`config.mk`:
```
export PLATFORM = sky130hd
export DESIGN_NAME = c17_stress_array
export DESIGN_NICKNAME = d
export VERILOG_FILES = /design/src/rtl/c17_stress_array.sv
export SDC_FILE = /design/constraint.sdc
export NUM_CORES = 1
export LEC_CHECK = 0
export ABC_CLOCK_PERIOD_IN_PS = 5900
export CAP_MARGIN = 20
export CORE_MARGIN = 2
export CORE_UTILIZATION = 45
export CTS_CLUSTER_SIZE = 14
export DETAILED_ROUTE_END_ITERATION = 8
export PLACE_DENSITY = 0.63
export SLEW_MARGIN = 25
export SYNTH_ARGS = -nofsm -noshare
export SYNTH_HDL_FRONTEND = slang
export SYNTH_SLANG_ARGS = --single-unit
```
`constraint.sdc`:
```
create_clock -name clk -period 5.9 [get_ports clk]
set_input_delay 1.18 -clock clk [delete_from_list [all_inputs] [get_ports clk]]
set_output_delay 1.18 -clock clk [all_outputs]
set_load 0.005 [all_outputs]
```
`src/rtl/c17_stress_array.sv`:
```
// c17_stress_array: NUM_CORES registered ISCAS85 c17 cores driven by a run
// controller, with per-core toggle counters and a sticky golden compare.
module c17_cell (
  input  logic [4:0] a,
  output logic [1:0] y
);
  logic n1, n2, n3, n6, n7;
  logic n10, n11, n16, n19;

  assign {n7, n6, n3, n2, n1} = a;
  assign n10 = ~(n1 & n3);
  assign n11 = ~(n3 & n6);
  assign n16 = ~(n2 & n11);
  assign n19 = ~(n11 & n7);
  assign y   = {~(n16 & n19), ~(n10 & n16)};
endmodule

module c17_stress_array #(
  parameter int          NUM_CORES = 4,
  parameter int          CNT_W     = 16,
  parameter logic [15:0] SEED      = 16'hACE1,
  parameter int          SEL_W     = 2
) (
  input  logic                   clk,
  input  logic                   rst,
  input  logic                   start,
  input  logic [1:0]             mode,
  input  logic [CNT_W-1:0]       run_len,
  input  logic [NUM_CORES-1:0]   core_en,
  input  logic [5*NUM_CORES-1:0] ext_in,
  input  logic [SEL_W-1:0]       cnt_sel,
  output logic [2*NUM_CORES-1:0] out_q,
  output logic [NUM_CORES-1:0]   mismatch,
  output logic [CNT_W-1:0]       cnt_rd,
  output logic                   busy,
  output logic                   done
);
  typedef enum logic [1:0] {
    IDLE,
    RUN,
    DONE
  } state_t;

  state_t           state, state_nxt;
  logic [1:0]       mode_q;
  logic [CNT_W-1:0] rem;
  logic [15:0]      lfsr, lfsr_nxt;
  logic             go;
  logic [CNT_W-1:0] cnt_a [NUM_CORES];

  always_comb begin
    state_nxt = state;
    busy      = 1'b0;
    done      = 1'b0;
    go        = 1'b0;
    unique case (state)
      IDLE: begin
        go = start;
        if (start)
          state_nxt = (run_len == '0) ? DONE : RUN;
      end
      RUN: begin
        busy = 1'b1;
        if (rem == CNT_W'(1))
          state_nxt = DONE;
      end
      DONE: begin
        done      = 1'b1;
        state_nxt = IDLE;
      end
      default: state_nxt = IDLE;
    endcase
  end

  // Galois form of x^16+x^14+x^13+x^11+1
  assign lfsr_nxt = {1'b0, lfsr[15:1]}
                  ^ (lfsr[0] ? 16'hB400 : 16'h0000);

  always_ff @(posedge clk or posedge rst) begin
    if (rst) begin
      state  <= IDLE;
      mode_q <= 2'b00;
      rem    <= '0;
      lfsr   <= SEED;
    end else begin
      state <= state_nxt;
      if (go) begin
        mode_q <= mode;
        rem    <= run_len;
        lfsr   <= SEED;
      end else if (busy) begin
        rem <= rem - CNT_W'(1);
        if (mode_q == 2'b10)
          lfsr <= lfsr_nxt;
      end
    end
  end

  for (genvar k = 0; k < NUM_CORES; k++) begin : g_core
    localparam int ROT = (5 * k) % 16;

    logic [4:0]       in_q, lfsr_rot;
    logic [1:0]       y, gold_nxt, gold_q, oq, cur, tog;
    logic [CNT_W-1:0] cnt;
    logic [CNT_W:0]   sum;
    logic             mis;

    c17_cell u_cell (
      .a(in_q),
      .y(y)
    );

    always_comb begin
      lfsr_rot = '0;
      for (int i = 0; i < 5; i++)
        lfsr_rot[i] = lfsr[4'((i + ROT) % 16)];
    end

    // Sum-of-products reference, independent of the NAND netlist
    assign gold_nxt[0] = (in_q[0] & in_q[2])
                       | (in_q[1] & ~(in_q[2] & in_q[3]));
    assign gold_nxt[1] = ~(in_q[2] & in_q[3])
                       & (in_q[1] | in_q[4]);

    assign cur = out_q[2*k +: 2];
    assign tog = y ^ cur;
    assign sum = {1'b0, cnt}
               + (CNT_W+1)'(tog[0])
               + (CNT_W+1)'(tog[1]);

    always_ff @(posedge clk or posedge rst) begin
      if (rst) begin
        in_q   <= '0;
        oq     <= '0;
        gold_q <= '0;
        cnt    <= '0;
        mis    <= 1'b0;
      end else begin
        oq     <= y;
        gold_q <= gold_nxt;
        if (busy && core_en[k]) begin
          case (mode_q)
            2'b01:   in_q <= ext_in[5*k +: 5];
            2'b10:   in_q <= lfsr_rot;
            default: ;
          endcase
        end
        if (go) begin
          cnt <= '0;
          mis <= 1'b0;
        end else if (busy) begin
          cnt <= sum[CNT_W] ? '1 : sum[CNT_W-1:0];
          if (gold_q != cur)
            mis <= 1'b1;
        end
      end
    end

    assign out_q[2*k +: 2] = oq;
    assign mismatch[k]     = mis;
    assign cnt_a[k]        = cnt;
  end

  always_comb begin
    cnt_rd = '0;
    for (int k = 0; k < NUM_CORES; k++)
      if (cnt_sel == SEL_W'(k))
        cnt_rd = cnt_a[k];
  end
endmodule

```
* Word level (Yosys, flattened, before mapping)
Index checks and enable logic that the tools add are counted.
** Cells by class
- Reductions and logical operators :: 24
- Equality and inequality tests :: 14
- $add $sub $neg :: 9
- Bitwise operators :: 65
- Mux-type cells :: 45
** Operators by type and width (count)
- $mux 16 :: 22
- $add 16x1->17 :: 4
- $add 17x1->17 :: 4
- $pmux 5 s2 :: 3
- $and 1x1->1 :: 28
- $not 1->1 :: 24
- $reduce_and 2->1 :: 10
- $eq 16x1->1 const B :: 1
- $logic_not 16->1 :: 1
- $sub 16x1->16 const B :: 1
- $xor 15x16->16 :: 1
- $mux 1 :: 15
- $reduce_bool 2->1 :: 7
- $eq 2x2->1 const B :: 4
- $ne 2x2->1 :: 4
- $or 1x1->1 :: 8
- $xor 2x2->2 :: 4
- $eq 2x1->1 const B :: 3
- $mux 2 :: 3
- $mux 5 :: 1
- $logic_and 1x1->1 :: 4
- $logic_not 2->1 :: 2
- $ne 2x2->1 const B :: 2
- $pmux 2 s2 :: 1
** Word-level totals
- Output and inout bits :: 30
- Logic and storage cells :: 181
- Input port bits :: 47
- Bits in registers :: 140

* Longest topological paths before layout
- Depth in word-level cells :: 12
- Depth in mapped cells :: 12
- Depth with buffers taken out :: 11

* By module
A second synthesis with hierarchy kept.
** Second synthesis, totals
- Cell total of the unflattened synthesis :: 785
- Area total of the unflattened synthesis :: 7519.7 µm²
** By module, submodules not included
- c17_stress_array :: sequential area each 3513.4 µm², cells an instance 773, instances 1, area each 7439.6 µm²
- c17_cell :: sequential area each 0.0 µm², cells an instance 3, instances 4, area each 20.0 µm²

* Least setup slack after synthesis
Ideal clock, no wire load.
- Kind :: input to output
- From :: in cnt_sel[0]
- To :: out cnt_rd[10]
- Setup slack :: 2.288 ns
- Required time :: 4.720 ns
- Path buffers :: 2
- Stages :: 3
- Arrival time :: 2.432 ns
- Cells stage by stage :: clkbuf_1 > buf_2 > mux4_2
** Between the ends
- Cells in the longest elaborated chain, start to end :: 5
- Elaborated cells between the ends (all ways) :: 8
- Classes of those cells :: eq/ne (3); mux (4); reduce/logical (1)
** RTL lines
- start: declaration :: line 31 : input logic [SEL_W-1:0] cnt_sel,
- $logic_not 2->1 :: line 167 : if (cnt_sel == SEL_W'(k))
- $mux 16 (3 in a row) :: line 167
- $mux 16 (*) :: line 167
- end: declaration :: line 34 : output logic [CNT_W-1:0] cnt_rd,
Mark *: on every way between the ends. The rest lies on a longest branch, timed or not.

* Final worst setup path
- From :: in cnt_sel[1]
- To :: out cnt_rd[3]
The elaborated chain is that of the path after synthesis.

==> flow_summary.yaml <==
run_status:
  outcome: "completed"
timing:
  timing.final.crit_period_ps: 4244
  worst_slack_ps: 1656
  relSlewSlack: 0.3712
  fin_tns_setup_ps: 0
  hold_ws_ps: 493.1
  slew_viol_final: 0
  setup_viol: 0
  hold_viol_final: 0
  fin_crit_sh: 0.7194
  clock-skew-final_ps: 8.243
  max_clock_freq_ghz: 0.2356
  rsz0062_at_grt: "false"
  worst_pin_slew_ps: 939.8
placed_design:
  placed_cells: 955
  gp_congestion: 0.8518
  postPlaceCellArea_mm2: 0.008043
  dpl_worst_slack_ps: 1662
  portBuffers: 76
  hpwl_mm: 12.93
synthesis:
  yosys-top-cells-area: "dfrtp_1, mux4_2, nand3_1"
  synth_top_area_frac: 0.4454
  syn_inst: 704
  ys_seq_area_frac: 0.4747
  yosysWarnings: 0
  yosys.area.top_type: "dfrtp_1"
  async_flop_share: 1.000
  yosysUniqueCellTypes: 67
  synth-seq-cells: 136
  syn_area_mm2: 0.007191
  synth_flop_cell: "dfrtp_1"
  synth_edf_count: 0
  syn_nets: 762
  syn-mean-instance-area_um2: 10.21
die:
  dieArea_mm2: 0.01701
  ios: 77
  start_util: 0.4560
  die_height_um: 130.4
  fp.dieW_um: 130.4
  coreArea_mm2: 0.01577
  rows: 46
worst_setup_path:
  timing.rr.start: "g_core[0].in_q[2]$_DFFE_PP0P_"
  critPathRequiredTime_ps: 4720
  reg2regPathDepth: 11
  path_class: "in -> out"
  startpoint_type: "input port"
  max_stage_delay_ps: 990
  cp_max_fo: 16
  arrival_ps: 3060
  r2r_slack_ps: 2900
  path_cells: "clkdlybuf4s50_1, mux4_2, clkdlybuf4s50_1"
  worst_path_max_delay_cell: "clkdlybuf4s50_1"
  crit_path_end_kind: "output pin"
  worst_r2r_endpoint: "g_core[0].cnt[14]$_DFFE_PP0P_"
  crit_top_cell: "clkdlybuf4s50_1"
finish:
  seq_area_mm2: 0.003413
  fin_nets: 816
  area_delta_synth_final_pct: 19.85
  finalNonFillerCells: 987
  multiInputGateArea_mm2: 0.003472
  final_area_mm2: 0.008618
  nFillCells: 1407
  antennaDiodeCount: 0
  drive_above_1_share: 0.1077
worst_hold_path:
  hold_path_depth: 2
  hp-class: "reg -> reg"
  hold_path_end: "mode_q[1]$_DFFE_PP0P_"
  min_from: "mode_q[1]$_DFFE_PP0P_"
clock_tree:
  postCtsSetupBuffers: 0
  clk_pin_slew_ps: 60
  root_buffer: "clkbuf_16"
  clockBufferDepth: 2
  clock-sinks: 136
  cts_tree: "yes"
  clk_latency_ps: 420
  cts_resized: 0
  cts_made_buffers: 17
  h-tree-depth: 4
  hold_buffers: 0
global_route:
  grt_pass1_vias: 5817
  grt_max_degree: 58
  grt_use_total: 0.2333
  antenna_found_initial: 0
  overflow: 0
  grt_pass1_wl_mm: 30.53
pwr:
  swShare: 0.3804
  internal-power_mw: 2.598
  pwr-share-seq: 0.376
  power.leakage_nw: 3.491
  ir_drop_uv: 275.4
  power_switching_mw: 1.596
  powerDensity_mw_per_mm2: 486.6
  combPwrFrac: 0.379
  p_clk_frac: 0.244
detailed_routing:
  detail_route.wl_per_cell_um: 18.82
  drt_iter0_drc: 337
  drc_errors: 0
  dr.pass1.iters: 5
  postRouteAntennaNets: 0
  viasPerCell: 6.027
  vias: 5949
  drt_wl_total_mm: 18.57
run:
  maxCapViolCount: 0
-- layout make-up --
| class | count | area share |
|---|---|---|
| Multi-Input combinational cell | 501 | 0.4029 |
| Inverter | 19 | 0.008566 |
| Sequential cell | 136 | 0.3961 |
| Clock buffer | 20 | 0.05299 |
| Tap cell | 216 | 0.03136 |
| Clock inverter | 12 | 0.01379 |
| Timing Repair Buffer | 83 | 0.09437 |
-- logic make-up after synthesis --
logic type | Yosys count | share of synthesized area
buf+inv | 67 | 0.04333
simple gates | 258 | 0.1862
xor+xnor | 15 | 0.01827
flops | 136 | 0.4747
mux | 38 | 0.08213
fa+ha+maj | 11 | 0.02332
compound gates | 179 | 0.1721
-- sequential cells by signal (all words and copies together), names as in the netlist --
signal / flops
mode_q: 2
g_core.in_q: 20
g_core.cnt: 64
rem: 16
g_core.cur: 7
lfsr: 16
state: 2
g_core.gold_q: 5
g_core.mis: 4
-- how the worst max path moves through the flow --
stage	start	endpoint	slack, ps	depth (start not counted)
after floorplan	rst	g_core[0].cnt[0]$_DFFE_PP0P_	1090	1
after global placement	cnt_sel[1]	cnt_rd[1]	1730	3
after detailed placement	cnt_sel[1]	cnt_rd[7]	1660	3
after CTS	cnt_sel[1]	cnt_rd[7]	1660	3
after global routing	cnt_sel[1]	cnt_rd[9]	1590	3
final	cnt_sel[1]	cnt_rd[3]	1660	3
-- power by group through the flow --
| stage | clock [mW] | sequential, mW | combinational [mW] |
|---|---|---|---|
| finish | 1.03 | 1.58 | 1.59 |
| global route | 1.09 | 1.62 | 1.81 |
| CTS | 1.04 | 1.58 | 1.60 |
| detailed placement | 0 | 1.59 | 1.59 |
| global placement | 0 | 1.58 | 1.54 |
| floorplan | 0 | 1.47 | 1.22 |
-- metrics by stage --
step	utilization	power [mW]
after floorplan	-	2.686
after global placement	0.5100	3.120
after detailed placement	0.5100	3.177
after CTS	0.5465	4.217
after global routing	0.5465	4.521
final	0.5465	4.194
-- worst max-delay path: cells and delay by family --
| family | cells | cell delay [ps] |
|---|---|---|
| multiplexers | 1 | 420 |
| buffers and inverters | 2 | 1460 |
-- layout by cell type, fill, tap and decap left out, types with 9 or more instances in the layout --
cell type and instances:
a22o_1 12, clkdlybuf4s50_1 76, nand3_1 49, nor3_1 18
o211ai_1 26, mux2i_1 14, clkbuf_16 17, dfrtp_1 128
and2_1 9, nor2_1 41, xnor2_1 11, a31oi_1 15
inv_1 17, nand4_1 20, o311ai_0 14, o21ai_0 28
mux4_2 16, o21a_1 10, nand2_1 64, a21oi_1 39
and3_1 13
-- cells in the mapped netlist, types with 5 or more instances --
| master | n |
|---|---|
| nor3_1 | 18 |
| and2_1 | 9 |
| mux2_2 | 8 |
| nor2b_1 | 5 |
| nor2_1 | 41 |
| buf_1 | 5 |
| dfrtp_1 | 128 |
| o211ai_1 | 26 |
| dfstp_2 | 8 |
| a22o_1 | 12 |
| and3_1 | 13 |
| a211oi_1 | 5 |
| a21oi_1 | 39 |
| inv_1 | 18 |
| nor4_1 | 7 |
| xnor2_1 | 11 |
| mux4_2 | 16 |
| and4_1 | 6 |
| o311ai_0 | 14 |
| nand3_1 | 49 |
| buf_4 | 8 |
| clkbuf_1 | 30 |
| nand3b_1 | 5 |
| nand4_1 | 20 |
| mux2i_1 | 14 |
| ha_1 | 7 |
| o21a_1 | 10 |
| o21ai_0 | 28 |
| a31oi_1 | 15 |
| nand2_1 | 64 |
| o22a_1 | 6 |
-- per-layer routing --
layer  vias up  track usage  part of all wire
li1       2755            -                 -
met1      2983       0.3265              0.47
met2       188       0.3653              0.46
met3        23      0.04682             0.052
met4         0      0.08198             0.016
met5         -            0                 0
Power figures use the tool's default switching activity.
